<file path="src/rtl/cache_retire_ctrl.sv">
// cache_retire_ctrl: per-entry cache line lifecycle controller.
// Each entry walks INVALID -> VALID -> RETIRING -> INVALID, driving the
// downstream checker's valid (cache) and retire flags from registered state.
//
// state       | meaning
// ------------+----------------------------------------------------------
// ST_INVALID  | line free; only an allocate is accepted
// ST_VALID    | line allocated; only a retire is accepted
// ST_RETIRING | retire in progress; timer counts down to the valid clear
module cache_retire_ctrl #(
    parameter int N_ENTRIES  = 3,
    parameter int ADDR_W     = 2,
    parameter int RETIRE_LAT = 3
) (
    input  logic                 clk,
    input  logic                 reset,
    input  logic                 alloc_req,
    input  logic [ADDR_W-1:0]    alloc_addr,
    input  logic                 retire_req,
    input  logic [ADDR_W-1:0]    retire_addr,
    output logic [N_ENTRIES-1:0] cache,
    output logic [N_ENTRIES-1:0] retire,
    output logic                 alloc_ack,
    output logic                 alloc_err,
    output logic                 retire_err,
    output logic [ADDR_W:0]      free_cnt,
    output logic                 full
);

    // Encoding keeps bit 0 as "valid" and bit 1 as "retiring".
    typedef enum logic [1:0] {
        ST_INVALID  = 2'b00,
        ST_VALID    = 2'b01,
        ST_RETIRING = 2'b11
    } state_e;

    state_e     state_q [N_ENTRIES];
    state_e     state_d [N_ENTRIES];
    logic [3:0] timer_q [N_ENTRIES];
    logic [3:0] timer_d [N_ENTRIES];

    logic alloc_hit;
    logic retire_hit;
    logic alloc_ack_q,  alloc_ack_d;
    logic alloc_err_q,  alloc_err_d;
    logic retire_err_q, retire_err_d;

    // Per-entry next state; a request that matches no entry in the right
    // state (including out-of-range addresses) becomes an error pulse.
    always_comb begin
        alloc_hit  = 1'b0;
        retire_hit = 1'b0;
        for (int i = 0; i < N_ENTRIES; i++) begin
            state_d[i] = state_q[i];
            timer_d[i] = timer_q[i];
            case (state_q[i])
                ST_INVALID: begin
                    if (alloc_req && (alloc_addr == ADDR_W'(i))) begin
                        state_d[i] = ST_VALID;
                        alloc_hit  = 1'b1;
                    end
                end
                ST_VALID: begin
                    if (retire_req && (retire_addr == ADDR_W'(i))) begin
                        state_d[i] = ST_RETIRING;
                        timer_d[i] = 4'(RETIRE_LAT - 1);
                        retire_hit = 1'b1;
                    end
                end
                ST_RETIRING: begin
                    if (timer_q[i] != 4'd0) begin
                        timer_d[i] = timer_q[i] - 4'd1;
                    end else begin
                        state_d[i] = ST_INVALID;
                    end
                end
                default: begin
                    state_d[i] = ST_INVALID;
                    timer_d[i] = 4'd0;
                end
            endcase
        end
        alloc_ack_d  = alloc_hit;
        alloc_err_d  = alloc_req  & ~alloc_hit;
        retire_err_d = retire_req & ~retire_hit;
    end

    // State, timers and response pulses; reset aborts any retire in flight.
    always_ff @(posedge clk or posedge reset) begin
        if (reset) begin
            for (int i = 0; i < N_ENTRIES; i++) begin
                state_q[i] <= ST_INVALID;
                timer_q[i] <= 4'd0;
            end
            alloc_ack_q  <= 1'b0;
            alloc_err_q  <= 1'b0;
            retire_err_q <= 1'b0;
        end else begin
            for (int i = 0; i < N_ENTRIES; i++) begin
                state_q[i] <= state_d[i];
                timer_q[i] <= timer_d[i];
            end
            alloc_ack_q  <= alloc_ack_d;
            alloc_err_q  <= alloc_err_d;
            retire_err_q <= retire_err_d;
        end
    end

    // Flags and free count decoded purely from the state registers.
    always_comb begin
        free_cnt = '0;
        for (int i = 0; i < N_ENTRIES; i++) begin
            cache[i]  = (state_q[i] != ST_INVALID);
            retire[i] = (state_q[i] == ST_RETIRING);
            if (state_q[i] == ST_INVALID) begin
                free_cnt = free_cnt + (ADDR_W+1)'(1);
            end
        end
        full = (free_cnt == '0);
    end

    assign alloc_ack  = alloc_ack_q;
    assign alloc_err  = alloc_err_q;
    assign retire_err = retire_err_q;

endmodule

</file>
<file path="config.mk">
export PLATFORM = sky130hd
export DESIGN_NAME = cache_retire_ctrl
export DESIGN_NICKNAME = d
export VERILOG_FILES = /design/src/rtl/cache_retire_ctrl.sv
export SDC_FILE = /design/constraint.sdc
export NUM_CORES = 1
export LEC_CHECK = 0
export CAP_MARGIN = 20
export CORE_UTILIZATION = 55
export DETAILED_ROUTE_END_ITERATION = 12
export PLACE_DENSITY = 0.86
export SYNTH_ARGS = -nofsm -noshare
export SYNTH_HDL_FRONTEND = slang
export SYNTH_SLANG_ARGS = --single-unit
</file>
<file path="constraint.sdc">
create_clock -name clk -period 5 [get_ports clk]
set_clock_uncertainty 0.05 [all_clocks]
set_input_delay 0.75 -clock clk [delete_from_list [all_inputs] [get_ports clk]]
set_output_delay 0.75 -clock clk [all_outputs]
set_load 0.02 [all_outputs]
</file>
Yosys cells after proc, flatten, opt, wreduce, memory -nomap -nowiden
Index checks and enable logic that the tools add are counted.
{ "totals": {"register_bits": 21, "word_cells": 103} }
{ "classes": {"addsub": 5, "eq_ne": 22, "mux": 36, "n_bitwise": 7, "reduce_logical": 24} }
{ "op_table": {"columns": ["operator", "n"], "rows": [
  ["$pmux W4 S3", 3],
  ["$mux W4", 6],
  ["$mux W2", 9],
  ["$ne A2 B2 Y1 const B", 9],
  ["$pmux W2 S3", 3],
  ["$reduce_and A3 Y1", 6],
  ["$mux W1", 13],
  ["$reduce_bool A4 Y1", 3],
  ["$sub A4 B1 Y4 const B", 3],
  ["$eq A2 B1 Y1 const B", 5],
  ["$eq A2 B2 Y1 const B", 5],
  ["$logic_not A2 Y1", 5],
  ["$add A3 B1 Y3 const B", 2],
  ["$logic_and A1 B1 Y1", 6],
  ["$mux W3", 2],
  ["$ne A2 B1 Y1 const B", 3],
  ["$reduce_bool A2 Y1", 3],
  ["$not A1 Y1", 5],
  ["$logic_not A3 Y1", 1],
  ["$and A1 B1 Y1", 2]
]} }

Longest topological paths before layout
Gate-level depths: netlist (run 1).
{ "depth": {"word_depth": 10, "mapped_depth": 6, "depth_no_buf": 5} }

Least setup slack after synthesis (run 1)
Ideal clock, no wire load.
{ "synth_timing": {"path_type": "register to output", "startpoint": "register state_q[5] (netlist bit)", "endpoint": "output port full", "arrival_ps": 1789, "slack_ps": 2411, "stages_incl_launch_ff": 7, "path_buffers": 1, "cell_sequence": "dfrtp_1 -> buf_2 -> or2_2 -> ha_1 -> nand2_1 -> mux2_2 -> nor2_1"} }
{ "synth_via": {"elab_chain_cells": 7} }
{ "synth_lines": {"columns": ["item", "line_no", "source"], "rows": [
  ["start: declaration", "37", "state_e state_q [N_ENTRIES];"],
  ["start signal: indexed assignment", "100", "state_q[i] <= state_d[i];"],
  ["$logic_not A2 Y1 (*)", "115", "if (state_q[i] == ST_INVALID) begin"],
  ["$mux W1 (*)", "115", null],
  ["$add A3 B1 Y3", "116", "free_cnt = free_cnt + (ADDR_W+1)'(1);"],
  ["$mux W3 (*)", "115", null],
  ["$add A3 B1 Y3", "116", null],
  ["$mux W3 (*)", "115", null],
  ["$logic_not A3 Y1 (*)", "119", "full = (free_cnt == '0);"],
  ["end: declaration", "27", "output logic full"]
]} }
Mark *: on every way between the ends. The rest lies on a longest branch, timed or not.

Worst setup path after layout (run 1)
Ends and elaborated chain as after synthesis.

==> reports/metrics.cfg, run 1 <==
[global_route]
grt_first_pass_wirelength_microns = 4550
grt_max_degree = 22
antenna_found_initial = 0
grt_pass1_vias = 1074
gr-usage-all-layers_pct = 23.6
overflow = 0

[cells_and_area]
multi_input_area_sq_um = 682
nFillCells = 168
num_antenna_cells = 0
seqCellArea_sq_um = 526
drive_above_1_share_pct = 8.13
area_growth_pct = 19.2
finalNetCount = 177

[place]
gp_congestion = 0.837
dp_hpwl_microns = 2030
portBuffers = 20
dp_slack_ps = 2020

[clocking]
clock-sinks = 21
ctsHtreeMaxLevel = 1
post-cts-setup-buffers = 0
clk_pin_slew_ps = 110
hold_buffers = 0
cts_root_buffer = clkbuf_4
cts_resized = 0
cts_buffers = 3
cts_tree = done
clock_latency_ps = 300
cts_buffer_depth = 2

[detailed_routing]
wirelength_microns = 2600
drt-pass1-iter-count = 4
drt-initial-drc-count = 28
drc_errors = 0
avgViaCountPerCell = 5.82
avgRoutedWirePerCell_microns = 13.9
num_vias = 1094
drt.antenna.violating_nets = 0

[yosys]
yosys_warnings = 0
synth_ff_type = dfrtp_1
synthDistinctLibCells = 44
postSynthAreaPerCell_sq_um = 9.38
synth_fp_nets = 154
synth_seq_cells = 21
yosysSeqAreaShare_pct = 40.6
syn_inst = 138
synth_edf_count = 0
synth_area_sq_um = 1290
synthArstFlopShare_pct = 100

[power]
swShare_pct = 44.0
power.internal_uw = 503
leakage_uw = 0.000735
p_clk_share_pct = 8.8
irDropWorstVdd_uv = 393
p_seq_share_pct = 35.7
switching_power_uw = 395
combPwrFrac_pct = 55.6
power_density_nw_per_um2 = 581

[run_status]
outcome = complete, no violations

[flow_run]
max_cap_violations = 0

[hold_path]
hold_class = flop to flop

[setup_path]
worstPathCellList = or2_2 -> ha_1 -> nand2_1 -> mux2_2 -> nor2_1 -> clkdlybuf4s50_1
endpoint_kind = output port
crit_path_max_fanout = 9
cp_data_arrival_time_ps = 2500
cpMaxStageDelayCell = clkdlybuf4s50_1
crit_required_ps = 4200
critical_path_class = flop to output port
worstSetupStartpointType = flop
max_stage_delay_ps = 600

[sta]
finalCritPeriodShare_pct = 65.9
rsz0062_at_grt = no
layout_setup_ws_ps = 1700
finalCriticalPeriod_ps = 3300
final-hold-violation-count = 0
worst_pin_slew_ps = 794
finalSetupTns_ps = 0
maxSlewHeadroom_pct = 47.0
fmax_ghz = 0.303
setup_viol = 0
slew_violations = 0

[floorplanning]
dieArea_sq_um = 2550
fp.dieH_microns = 50.5
die_width_microns = 50.5
row_count = 17
start_util_pct = 58.5
io_pins = 21
core_area_sq_um = 2210

## registers in the layout (all words and copies together) (netlist names)
signal and flops:
state_q 6, timer_q 12, alloc_ack 1, alloc_err 1
retire_err 1
## cells in the mapped netlist (2+ instances only)
cell type / n / area [sq um]
nor3b_1: 4 / 30.0
o21ai_0: 3 / 15.0
a311o_1: 2 / 20.0
nor3_1: 4 / 20.0
and3_1: 2 / 12.5
o2111ai_1: 2 / 17.5
nand2_1: 10 / 37.5
nand3_1: 2 / 10.0
or3_1: 5 / 31.3
a21oi_1: 4 / 20.0
a31oi_1: 5 / 31.3
nor2b_1: 3 / 18.8
o211ai_1: 2 / 15.0
o31ai_1: 3 / 22.5
nor3b_2: 2 / 25.0
nand2b_1: 3 / 18.8
nor2_1: 5 / 18.8
o22ai_1: 3 / 18.8
dfrtp_1: 21 / 526
nor4_1: 2 / 12.5
ha_1: 8 / 100
inv_1: 20 / 75.1
or2_2: 2 / 12.5
## power groups by stage
stage	registers, uW	clock network [uW]	logic [uW]
CTS	318	83.1	501
global route	332	89.2	558
detailed placement	320	0	500
global placement	315	0	481
floorplan	294	0	363
finish	320	78.6	499
## per-stage QoR
| step | hold slack, ps | cell area (sq um) | utilization (%) | total power [uW] | std cells |
|---|---|---|---|---|---|
| global placement | 445 | 1520 | 68.6 | 796 | 184 |
| global route | 515 | 1540 | 69.8 | 979 | 188 |
| floorplan | 423 | 1290 | - | 657 | 138 |
| finish | 474 | 1540 | 69.8 | 898 | 188 |
| CTS | 479 | 1540 | 69.8 | 903 | 188 |
| detailed placement | 463 | 1520 | 68.6 | 821 | 184 |
## layout by cell type (no fill, tap or decap), types with 2 or more instances in the layout
cell	n
dfrtp_1	21
inv_1	20
clkdlybuf4s50_1	20
nand2_1	10
ha_1	8
or3_1	5
a31oi_1	5
nor2_1	5
nor3b_1	4
a21oi_1	4
nor3_1	4
o22ai_1	3
nor2b_1	3
o21ai_0	3
nand2b_1	3
o31ai_1	3
clkbuf_4	3
nor4_1	2
a311o_1	2
nor3b_2	2
or2_2	2
and3_1	2
nand3_1	2
o2111ai_1	2
o211ai_1	2
## metal layers
| layer | global-route usage (%) | wire, microns | vias to the layer above |
|---|---|---|---|
| met4 | 3.70 | 0 | 0 |
| met5 | 0 | 0 | - |
| met2 | 44.9 | 1350 | 20 |
| met3 | 5.76 | 100 | 0 |
| met1 | 26.8 | 1150 | 527 |
| li1 | - | - | 547 |
## critical path: cells and delay by family (launching register included)
kind | cells | cell delay [ps]
fa+ha+maj | 1 | 350
buf+inv | 1 | 600
flops | 1 | 480
mux | 1 | 260
simple gates | 3 | 500
## layout make-up
class | count | share of cell area (%)
multi-input cells | 95 | 44.2
well taps | 28 | 2.27
repair buffers | 20 | 13.0
flip-flops and latches | 21 | 34.0
clock buffers | 4 | 1.70
inverters | 20 | 4.86
## path summary, 6_finish.rpt
kind	start	to	slack, ps	cells after the start
max reg2reg	timer_q[8]$_DFFE_PP0P_	timer_q[8]$_DFFE_PP0P_	3410	5
min in group asynchronous	reset	timer_q[2]$_DFFE_PP0P_	830	2
min reg2reg	timer_q[0]$_DFFE_PP0P_	timer_q[0]$_DFFE_PP0P_	470	1
max in group asynchronous	reset	timer_q[5]$_DFFE_PP0P_	3560	2
max	state_q[5]$_DFFE_PP0P_	full	1700	6
min	timer_q[0]$_DFFE_PP0P_	timer_q[0]$_DFFE_PP0P_	470	1
## cell families after synthesis
logic type / Yosys count / synth area share [%]
muxes: 1 / 0.870
AOI/OAI and AO/OA: 31 / 17.5
and+or+nand+nor: 54 / 25.9
DFF: 21 / 40.6
xor gates and xnor gates: 1 / 0.676
adders and majority gates: 8 / 7.73
buffers and inverters: 22 / 6.76
Power figures use the tool's default switching activity.
==> run 2: changes to the inputs <==
Settings changed: CORE_UTILIZATION 55 to 47, PLACE_DENSITY 0.86 to 0.78.
Clock period 5 ns to 2.8 ns, I/O delays scaled along.
==> run 2 against run 1 <==
  * Routed wire length increased by 4.5%
  * Sequential power rose by 68%
  * Sequential share of layout area fell by 0.62 points
  * Critical path type unchanged
  * First-iteration DRC count down 14%
  * Die area grew 16%
  * Power increased by 81%
  * Largest cell class unchanged
==> reports/metrics.cfg, run 2 (same netlist as run 1, synthesis figures left out) <==
[clocking]
clock_latency_ps = 300  ; about the same
cts_buffers = 3  ; unchanged
cts_buffer_depth = 2  ; unchanged
post-cts-setup-buffers = 0  ; unchanged
cts_tree = done
ctsHtreeMaxLevel = 1  ; unchanged
clk_pin_slew_ps = 120  ; about the same
cts_root_buffer = clkbuf_4
clock-sinks = 21  ; unchanged

[place]
portBuffers = 20  ; unchanged
placedInstanceArea_sq_um = 1540  ; +1.6%
gp_congestion = 0.845  ; +0.93%
dp_hpwl_microns = 2080  ; +2.5%
dp_slack_ps = 204  ; -1820 ps

[sta]
finalCritPeriodShare_pct = 95.0
final-hold-violation-count = 0  ; unchanged
layout_setup_ws_ps = 140  ; -1560 ps
rsz0062_at_grt = no
worst_pin_slew_ps = 819  ; +24.6 ps
slew_violations = 0  ; unchanged
setup_viol = 0  ; unchanged
holdWs_ps = 505  ; +30.5 ps
finalCriticalPeriod_ps = 2660
maxSlewHeadroom_pct = 45.4  ; -1.6 points
finalSetupTns_ps = 0  ; unchanged
fmax_ghz = 0.376

[detailed_routing]
avgViaCountPerCell = 5.83  ; +0.26%
wirelength_microns = 2720  ; +4.5%
num_vias = 1126  ; +2.9%
drt-initial-drc-count = 24  ; -14%
drt-pass1-iter-count = 4  ; unchanged
drc_errors = 0  ; unchanged
drt.antenna.violating_nets = 0  ; unchanged
avgRoutedWirePerCell_microns = 14.1  ; +1.8%

[cells_and_area]
final_area_sq_um = 1570  ; +1.9%
num_antenna_cells = 0  ; unchanged
reg.largest.list = timer_q x12, state_q x6
nFillCells = 214  ; +27%
area_growth_pct = 21.4
finalNetCount = 180  ; +1.7%
largest_reg_flops = 12  ; unchanged
drive_above_1_share_pct = 9.82  ; +1.7 points
top_register = timer_q
layout_commonest_cell = dfrtp_1
layout_common_cells = dfrtp_1, inv_1, clkdlybuf4s50_1

[floorplanning]
start_util_pct = 50.9  ; -7.7 points
dieArea_sq_um = 2970  ; +16%
fp.dieH_microns = 54.5  ; +7.8%
io_pins = 21  ; unchanged
row_count = 18  ; +1
die_width_microns = 54.5  ; +7.8%
core_area_sq_um = 2540  ; +15%

[setup_path]
worstPathCellList = or2_2 -> inv_1 -> ha_1 -> nor2_1 -> a21oi_1 -> clkdlybuf4s50_1
critical_path_depth = 6  ; unchanged
max_stage_delay_ps = 620  ; +20 ps
crit_start = state_q[4]$_DFFE_PP0P_
r2r_cells = 5  ; unchanged
cpMaxStageDelayCell = clkdlybuf4s50_1
path_buf_inv = 2  ; +1
critical-path-top-delay-family = buffers and inverters
critical_path_class = flop to output port
cp_data_arrival_time_ps = 2190  ; -310 ps
worst_r2r_startpoint = timer_q[0]$_DFFE_PP0P_
crit_required_ps = 2330  ; -1870 ps
worstSetupStartpointType = flop
crit_path_max_fanout = 7  ; -2
endpoint_kind = output port

[power]
leakage_uw = 0.000783  ; +6.5%
power_density_nw_per_um2 = 1040  ; +78%
irDropWorstVdd_uv = 702  ; +79%

[global_route]
grt_first_pass_wirelength_microns = 4430  ; -2.7%
grt_max_degree = 22  ; unchanged
gr-usage-all-layers_pct = 21.1  ; -2.5 points
grt_pass1_vias = 1021  ; -4.9%
overflow = 0  ; unchanged
antenna_found_initial = 0  ; unchanged

[hold_path]
hold_class = flop to flop
whs_path_depth = 2  ; +1
hold_start = timer_q[9]$_DFFE_PP0P_

[run_status]
outcome = complete, no violations

[flow_run]
max_cap_violations = 0  ; unchanged

[run 2: changes by cell type in the layout (fill, tap and decap cells not counted)]
cell and change:
buf_4 +3, clkdlybuf4s50_1 -3, dlymetal6s2s_1 +2, dlygate4sd2_1 +1
[run 2: tightest hold or removal path, delay by kind of cell (launching register included)]
kind / cells / cell delay, ps
simple gates: 1 / 80
compound gates: 1 / 70
flops: 1 / 380
[run 2: path summary, 6_finish.rpt]
path                                          end  slack, ps
max                                   free_cnt[1]        140
max in group asynchronous  state_q[1]$_DFFE_PP0P_       1680
min reg2reg                timer_q[9]$_DFFE_PP0P_        500
min                        timer_q[9]$_DFFE_PP0P_        500
min in group asynchronous     alloc_ack$_DFF_PP0_        510
max reg2reg                timer_q[0]$_DFFE_PP0P_       1200
[run 2: per-stage QoR]
step,utilization [%],std cells,total power (uW)
4_1_cts,61.6,193,1640
2_1_floorplan,-,138,1170
6_report,61.8,193,1630
3_5_place_dp,60.6,189,1500
5_1_grt,61.8,193,1770
3_3_place_gp,60.6,189,1450
[run 2: layout make-up]
class                   instances  area [sq um]  share of cell area, %
clock buffers                   4          26.3                   1.67
inverters                      20          75.1                   4.77
multi-input cells              95           682                   43.4
flip-flops and latches         21           526                   33.4
well taps                      30          37.5                   2.39
repair buffers                 23           226                   14.4
[run 2: repair_timing]
item                       CTS  global route
gates resized for setup      1             2
setup endpoints to repair    1             2
pin swaps                    0             0
hold buffers                 0             0
[run 2: power by group]
group	switching [uW]	internal [uW]	leakage (uW)
Combinational	513	432	0.000515
Sequential	117	421	0.000254
Clock	91.0	55.6	0.0000150
[run 2: routing by layer]
layer,vias up,track usage [%],wire length [microns]
li1,550,-,-
met1,538,28.0,1250
met2,30,34.6,1330
met3,8,3.33,80
met4,0,7.26,55
met5,-,0,0
